`src/rtl/rv32i_alu_issue.sv`:
```
// Execute-stage sequencer for the rv32i ALU: decodes one ALU/branch request per handshake,
// drives registered operands into the ALU, captures its result/flags and returns a response.
module rv32i_alu_issue #(
  parameter int XLEN = 32
) (
  input  logic            clk_i,
  input  logic            reset_i,
  input  logic            req_valid_i,
  output logic            req_ready_o,
  input  logic [1:0]      req_kind_i,
  input  logic [2:0]      req_funct3_i,
  input  logic            req_funct7b5_i,
  input  logic [XLEN-1:0] req_rs1_i,
  input  logic [XLEN-1:0] req_rs2_i,
  input  logic [XLEN-1:0] req_imm_i,
  input  logic [4:0]      req_rd_i,
  output logic [3:0]      alu_op_o,
  output logic [XLEN-1:0] alu_operand1_o,
  output logic [XLEN-1:0] alu_operand2_o,
  input  logic [XLEN-1:0] alu_result_i,
  input  logic            alu_equal_i,
  input  logic            alu_less_i,
  input  logic            alu_less_signed_i,
  output logic            rsp_valid_o,
  input  logic            rsp_ready_i,
  output logic [XLEN-1:0] rsp_result_o,
  output logic [4:0]      rsp_rd_o,
  output logic            rsp_wb_o,
  output logic            rsp_taken_o,
  output logic            rsp_illegal_o
);

  typedef enum logic [1:0] {ST_IDLE, ST_ISSUE, ST_EVAL, ST_RESP} state_e;

  localparam logic [1:0] KIND_RR = 2'd0;
  localparam logic [1:0] KIND_RI = 2'd1;
  localparam logic [1:0] KIND_BR = 2'd2;
  localparam logic [3:0] OP_SUB  = 4'b1000;

  state_e          state_q, state_d;
  logic [3:0]      alu_op_q, alu_op_d;
  logic [XLEN-1:0] operand1_q, operand1_d;
  logic [XLEN-1:0] operand2_q, operand2_d;
  logic [4:0]      rd_q, rd_d;
  logic            is_branch_q, is_branch_d;
  logic [2:0]      funct3_q, funct3_d;
  logic [XLEN-1:0] result_q, result_d;
  logic            wb_q, wb_d;
  logic            taken_q, taken_d;
  logic            illegal_q, illegal_d;

  logic            accept;
  logic            req_illegal;
  logic            br_taken;
  logic [3:0]      dec_op;
  logic [XLEN-1:0] dec_operand2;

  assign req_ready_o = (state_q == ST_IDLE) && !reset_i;
  assign accept      = req_valid_i && req_ready_o;

  // Request decode: ALU op code, second operand source and illegal encodings.
  always_comb begin
    req_illegal  = 1'b0;
    dec_op       = {req_funct7b5_i, req_funct3_i};
    dec_operand2 = req_rs2_i;
    case (req_kind_i)
      KIND_RR: req_illegal = req_funct7b5_i && (req_funct3_i != 3'b000) && (req_funct3_i != 3'b101);
      KIND_RI: begin
        dec_operand2 = req_imm_i;
        dec_op       = (req_funct3_i == 3'b101) ? {req_funct7b5_i, 3'b101} : {1'b0, req_funct3_i};
        req_illegal  = (req_funct3_i == 3'b001) && req_funct7b5_i;
      end
      KIND_BR: begin
        dec_op      = OP_SUB;
        req_illegal = (req_funct3_i == 3'b010) || (req_funct3_i == 3'b011);
      end
      default: req_illegal = 1'b1;
    endcase
  end

  always_comb begin
    case (funct3_q)
      3'b000:  br_taken = alu_equal_i;
      3'b001:  br_taken = !alu_equal_i;
      3'b100:  br_taken = alu_less_signed_i;
      3'b101:  br_taken = !alu_less_signed_i;
      3'b110:  br_taken = alu_less_i;
      3'b111:  br_taken = !alu_less_i;
      default: br_taken = 1'b0;
    endcase
  end

  always_comb begin
    state_d     = state_q;
    alu_op_d    = alu_op_q;
    operand1_d  = operand1_q;
    operand2_d  = operand2_q;
    rd_d        = rd_q;
    is_branch_d = is_branch_q;
    funct3_d    = funct3_q;
    result_d    = result_q;
    wb_d        = wb_q;
    taken_d     = taken_q;
    illegal_d   = illegal_q;
    case (state_q)
      ST_IDLE: begin
        if (accept) begin
          rd_d = req_rd_i;
          if (req_illegal) begin
            // Illegal requests bypass the ALU and leave its operand registers untouched.
            illegal_d = 1'b1;
            result_d  = '0;
            wb_d      = 1'b0;
            taken_d   = 1'b0;
            state_d   = ST_RESP;
          end else begin
            alu_op_d    = dec_op;
            operand1_d  = req_rs1_i;
            operand2_d  = dec_operand2;
            is_branch_d = (req_kind_i == KIND_BR);
            funct3_d    = req_funct3_i;
            illegal_d   = 1'b0;
            state_d     = ST_ISSUE;
          end
        end
      end
      ST_ISSUE: state_d = ST_EVAL;
      ST_EVAL: begin
        result_d = is_branch_q ? '0 : alu_result_i;
        wb_d     = !is_branch_q && (rd_q != 5'd0);
        taken_d  = is_branch_q && br_taken;
        state_d  = ST_RESP;
      end
      ST_RESP: begin
        if (rsp_ready_i) begin
          state_d = ST_IDLE;
        end
      end
      default: state_d = ST_IDLE;
    endcase
  end

  always_ff @(posedge clk_i) begin
    if (reset_i) begin
      state_q     <= ST_IDLE;
      alu_op_q    <= '0;
      operand1_q  <= '0;
      operand2_q  <= '0;
      rd_q        <= '0;
      is_branch_q <= 1'b0;
      funct3_q    <= '0;
      result_q    <= '0;
      wb_q        <= 1'b0;
      taken_q     <= 1'b0;
      illegal_q   <= 1'b0;
    end else begin
      state_q     <= state_d;
      alu_op_q    <= alu_op_d;
      operand1_q  <= operand1_d;
      operand2_q  <= operand2_d;
      rd_q        <= rd_d;
      is_branch_q <= is_branch_d;
      funct3_q    <= funct3_d;
      result_q    <= result_d;
      wb_q        <= wb_d;
      taken_q     <= taken_d;
      illegal_q   <= illegal_d;
    end
  end

  assign alu_op_o       = alu_op_q;
  assign alu_operand1_o = operand1_q;
  assign alu_operand2_o = operand2_q;
  assign rsp_valid_o    = (state_q == ST_RESP);
  assign rsp_result_o   = result_q;
  assign rsp_rd_o       = rd_q;
  assign rsp_wb_o       = wb_q;
  assign rsp_taken_o    = taken_q;
  assign rsp_illegal_o  = illegal_q;

endmodule
```
`config.mk`:
```
export PLATFORM = sky130hd
export DESIGN_NAME = rv32i_alu_issue
export DESIGN_NICKNAME = d
export VERILOG_FILES = /design/src/rtl/rv32i_alu_issue.sv
export SDC_FILE = /design/constraint.sdc
export NUM_CORES = 1
export LEC_CHECK = 0
export BUFFER_PORTS_ARGS = -buffer_cell sky130_fd_sc_hd__buf_2
export CAP_MARGIN = 20
export CORE_ASPECT_RATIO = 0.75
export CORE_MARGIN = 10
export CORE_UTILIZATION = 40
export DETAILED_ROUTE_END_ITERATION = 7
export PLACE_DENSITY_LB_ADDON = 0.15
export REMOVE_ABC_BUFFERS = 1
export SETUP_SLACK_MARGIN = 0.15
export SLEW_MARGIN = 30
export SYNTH_ARGS = -nofsm -noshare
export SYNTH_HDL_FRONTEND = slang
export SYNTH_SLANG_ARGS = --single-unit
```
`constraint.sdc`:
```
create_clock -name clk_i -period 3.1 [get_ports clk_i]
set_input_delay 0.155 -clock clk_i [delete_from_list [all_inputs] [get_ports clk_i]]
set_output_delay 0.155 -clock clk_i [all_outputs]
set_load 0.02 [all_outputs]
```
Yosys cells after proc, flatten, opt, wreduce, memory -nomap -nowiden
Index checks and enable logic that the tools add are counted.
{"block": "classes", "n_bitwise": 1, "n_mux": 18, "mul": 0, "div": 0, "addsub": 0, "n_reduce_logical": 23, "shifts": 0, "order_cmp": 0, "n_eq_ne": 18}
{"cell": "$mux 32", "count": 4}
{"cell": "$pmux 32 s2", "count": 1}
{"cell": "$eq 3x3->1 const B", "count": 5}
{"cell": "$pmux 2 s4", "count": 1}
{"cell": "$pmux 4 s2", "count": 1}
{"cell": "$logic_and 1x1->1", "count": 7}
{"cell": "$eq 2x2->1 const B", "count": 3}
{"cell": "$eq 3x1->1 const B", "count": 2}
{"cell": "$eq 3x2->1 const B", "count": 2}
{"cell": "$mux 2", "count": 3}
{"cell": "$pmux 1 s6", "count": 1}
{"cell": "$reduce_and 3->1", "count": 2}
{"cell": "$logic_not 1->1", "count": 5}
{"cell": "$reduce_bool 5->1", "count": 1}
{"cell": "$eq 2x1->1 const B", "count": 2}
{"cell": "$logic_not 2->1", "count": 2}
{"cell": "$mux 4", "count": 1}
{"cell": "$ne 2x2->1 const B", "count": 2}
{"cell": "$pmux 1 s2", "count": 2}
{"cell": "$reduce_and 2->1", "count": 2}
{"cell": "$logic_not 3->1", "count": 1}
{"cell": "$mux 1", "count": 3}
{"cell": "$ne 3x3->1 const B", "count": 1}
{"cell": "$pmux 1 s3", "count": 1}
{"cell": "5 further kinds", "count": 5}
{"block": "word_totals", "ramBits": 0, "n_memories": 0, "latch_bits": 0, "rom_bits": 0, "regBits": 114}

Depth between registers and ports, before layout
{"block": "depth", "word_depth": 7, "depth_mapped": 9, "mapped_depth_nobuf": 6}

Worst setup path after synthesis
Ideal clock, no wire load.
{"block": "synth_path", "path_kind": "reg2reg", "start": "register state_q[0]", "end": "register operand1_q[10], in the netlist alu_operand1_o[10]", "stages_incl_launch_ff": 8, "t_arrival_ns": 1.834, "path_buffers": 1, "synth_period_minus_slack_ns": 1.956, "setup_ns": 0.121, "slack_ns": 1.144, "path_cell_list": "dfxtp_1 -> inv_1 -> ha_1 -> nor2b_1 -> and2_2 -> nand3_4 -> buf_6 -> mux2_4"}
{"block": "synth_via", "elab_chain_len": 4}
{"item": "from (decl)", "line_no": "40", "source": "state_e state_q, state_d;"}
{"item": "from (signal assigned)", "line_no": "157", "source": "state_q <= state_d;"}
{"item": "$logic_not 2->1", "line_no": "58", "source": "assign req_ready_o = (state_q == ST_IDLE) && !reset_i;"}
{"item": "$logic_and 1x1->1", "line_no": "58"}
{"item": "via req_ready_o", "line_no": "9", "source": "output logic req_ready_o,"}
{"item": "$logic_and 1x1->1", "line_no": "59", "source": "assign accept = req_valid_i && req_ready_o;"}
{"item": "$reduce_and 3->1 (no line)"}
{"item": "to (signal assigned)", "line_no": "159", "source": "operand1_q <= operand1_d;"}
{"item": "to (decl)", "line_no": "42", "source": "logic [XLEN-1:0] operand1_q, operand1_d;"}
The timed path passes the listed nets, and every way through them passes these cells.
A chain may end at the register's enable or synchronous reset.

Final worst setup path
{"block": "layout_path", "start": "register state_q[0]", "end": "register operand1_q[10], in the netlist alu_operand1_o[10]"}
{"block": "layout_via", "elab_chain_len": 4}
{"item": "$logic_not 2->1 (*)", "line_no": "58, 105"}
{"item": "$logic_and 1x1->1", "line_no": "58"}
{"item": "$logic_and 1x1->1", "line_no": "59"}
{"item": "$reduce_and 3->1 (no line) (*)"}
Mark *: on every way between the ends. The rest lies on a longest branch, timed or not.

==> results.toml <==
[timing]
min_period_ns = 2.31
skew_ns = 0.0107
tightest_slew_ns = 0.901
setup_violations = 0
rsz0062_at_grt = "no"
tns_ns = 0
setup_slack_ns = 0.788
slew_violations = 0
hold_viol = 0
max_freq_mhz = 432
slew_headroom_pct = 39.9
timing.final.crit_share_pct = 74.6
worst_hold_slack_ns = 0.0151

[logic_synthesis]
syn_area_um2 = 5360
synth_area_leaders = "dfxtp_1 43%, mux2i_1 13%, mux2_4 7.8%, a311oi_1 5.4%, nand2b_1 4.3%"
syn_inst = 513
avgSynthCellArea_um2 = 10.4
synth_top_area_share_pct = 42.6
synth_top_cell_by_area = "dfxtp_1"
synth_cell_types = 39
synth-seq-cells = 114
ys_seq_area_share_pct = 42.6
synth_warnings = 0

[die]
rows = 36
die_width_um = 154
die_area_um2 = 18500
pin_count = 256
die_h_um = 120
initial_core_util_pct = 41.0
core-area_um2 = 13100

[detailed_routing]
first_pass_iters = 4
ant_nets = 0
drtIter0Drc = 209
drc = 0
vias_per_cell = 4.91
wl_per_cell_um = 17.5
via_count = 4905
wl_um = 17500

[placement]
dpl_worst_slack_ns = 0.779
portBuffers = 255
gp_congestion = 0.774
placed_cell_area_um2 = 6620
hpwl_um = 11900
placedCellCount = 899

[critical_path]
max_stage_delay_ns = 0.56
critPathMaxFanout = 37
critPathLaunch = "state_q[0]"
crit_type = "flip-flop to flip-flop"
end_kind = "flip-flop"
r2r-start = "state_q[0]"
slowest_stage = "nand3_4"
critical_path_required_ns = 3.39
path_cells = "inv_1, ha_1, nor2b_1, and2_2, nand3_4, mux2_4"
cp_data_arrival_time_ns = 2.60
startpoint_type = "flip-flop"

[global_route]
grt_start_max_net_pins = 89
antenna_found_initial = 3
overflow = 0
grt_usage_pct = 18.0
grt_pass1_wl_um = 27400
grt_pass1_vias = 5320

[cells_and_area]
layout.nets = 965
final_cell_count_no_fill = 998
drive_gt1_share_pct = 40.7
fill_cells = 1149
area_delta_synth_final_pct = 47.2
layout_common_cells = "254 x buf_2, 114 x dfxtp_1, 68 x mux2i_1"
layout_commonest_cell = "buf_2"
design_area_um2 = 7890

[job]
max_cap_violations = 0

[pwr]
irDropWorstVdd_mv = 0.435
power_density_nw_per_um2 = 657
p_int_mw = 3.58
swShare_pct = 30.9
power_switching_mw = 1.60
pwr-share-comb_pct = 27.6
p_clk_share_pct = 39.0
power_leakage_nw = 3.85
seq_power_share_pct = 33.4

[cts]
cts.sinks = 114
numCtsBuffers = 17
clk_latency_ns = 0.40
cts_tree = "built"
post_cts_resized = 0
clockBufferDepth = 2
htree_levels = 4
cts_hold_buf = 64
postCtsSetupBuffers = 0
root_buffer = "clkbuf_16"
clk_pin_slew_ns = 0.05

[run_status]
status = "completed"

[min_path]
hold_path_class = "input port to flip-flop"
worstHoldStart = "alu_result_i[23]"
-- path summary, 6_finish.rpt --
kind,cells after the start,end,slack [ns]
max,6,alu_operand1_o[10],0.79
min,3,rsp_result_o[23],0.02
max reg2reg,6,alu_operand1_o[10],0.79
min reg2reg,2,rsp_result_o[18],0.47
-- power groups by stage --
stage	combinational, mW	sequential [mW]	clock [mW]
floorplan	0.725	1.94	0
global placement	1.33	1.75	0
detailed placement	1.37	1.76	0
CTS	1.44	1.73	2.06
global route	1.55	1.75	2.13
finish	1.43	1.73	2.02
-- cell usage after synthesis (all sizes together) --
cell type	count
o21ai	2
nand3	3
nand2	48
nor3b	1
dfxtp	114
ha	8
and3	1
a221oi	1
nand4b	2
nand2b	37
or3	1
nand3b	8
a22oi	1
a21oi	6
mux2	35
mux2i	68
a311o	1
buf	25
a31oi	33
a21o	2
a211oi	2
o31ai	2
nand4	1
or4	1
xnor2	2
nor2b	37
inv	5
and2	1
a311oi	33
o32ai	1
clkbuf	23
nor2	6
xor2	2
-- sequential cells by signal (all words and copies together), names as in the netlist --
name	count
rsp_result_o	32
state_q	2
rsp_illegal_o	1
alu_op_o	4
rsp_rd_o	5
alu_operand2_o	32
alu_operand1_o	32
rsp_wb_o	1
rsp_taken_o	1
funct3_q	3
is_branch_q	1
-- worst max-delay path, delay by kind of cell, from the launching register on --
kind,cells,cell delay [ns]
fa+ha+maj,1,0.23
buf+inv,1,0.11
flops,1,0.32
mux,1,0.51
simple gates,3,1.01
-- layer usage --
| layer | up-vias | track usage (%) | part of all wire [%] |
|---|---|---|---|
| met3 | 16 | 7.33 | 8.0 |
| met1 | 2290 | 19.7 | 41 |
| li1 | 2433 | - | - |
| met5 | - | 0 | 0 |
| met4 | 0 | 6.42 | 1.3 |
| met2 | 166 | 31.1 | 49 |
-- per-stage QoR --
step / total power, mW / utilization, %
after global routing: 5.43 / 60.4
after CTS: 5.22 / 60.3
after detailed placement: 3.13 / 50.7
final: 5.18 / 60.4
after global placement: 3.08 / 50.7
after floorplan: 2.66 / -
-- cell type report --
type / instances / area (um^2) / area share (%)
timing repair buffer: 327 / 1980 / 25.1
sequential: 114 / 2280 / 28.9
multi-input combinational: 346 / 2770 / 35.1
clock buffer: 20 / 457 / 5.79
tap: 171 / 214 / 2.71
antenna: 3 / 7.51 / 0.0952
inverter: 5 / 18.8 / 0.238
clock inverter: 12 / 156 / 1.98
-- cells by family after synthesis --
| logic type | share of synthesized area, % |
|---|---|
| compound gates | 11.6 |
| xor+xnor | 0.654 |
| fa+ha+maj | 1.87 |
| buf+inv | 6.03 |
| flops | 42.6 |
| mux | 22.0 |
| simple gates | 15.2 |
Note: power is estimated with default switching activity, not from simulation.
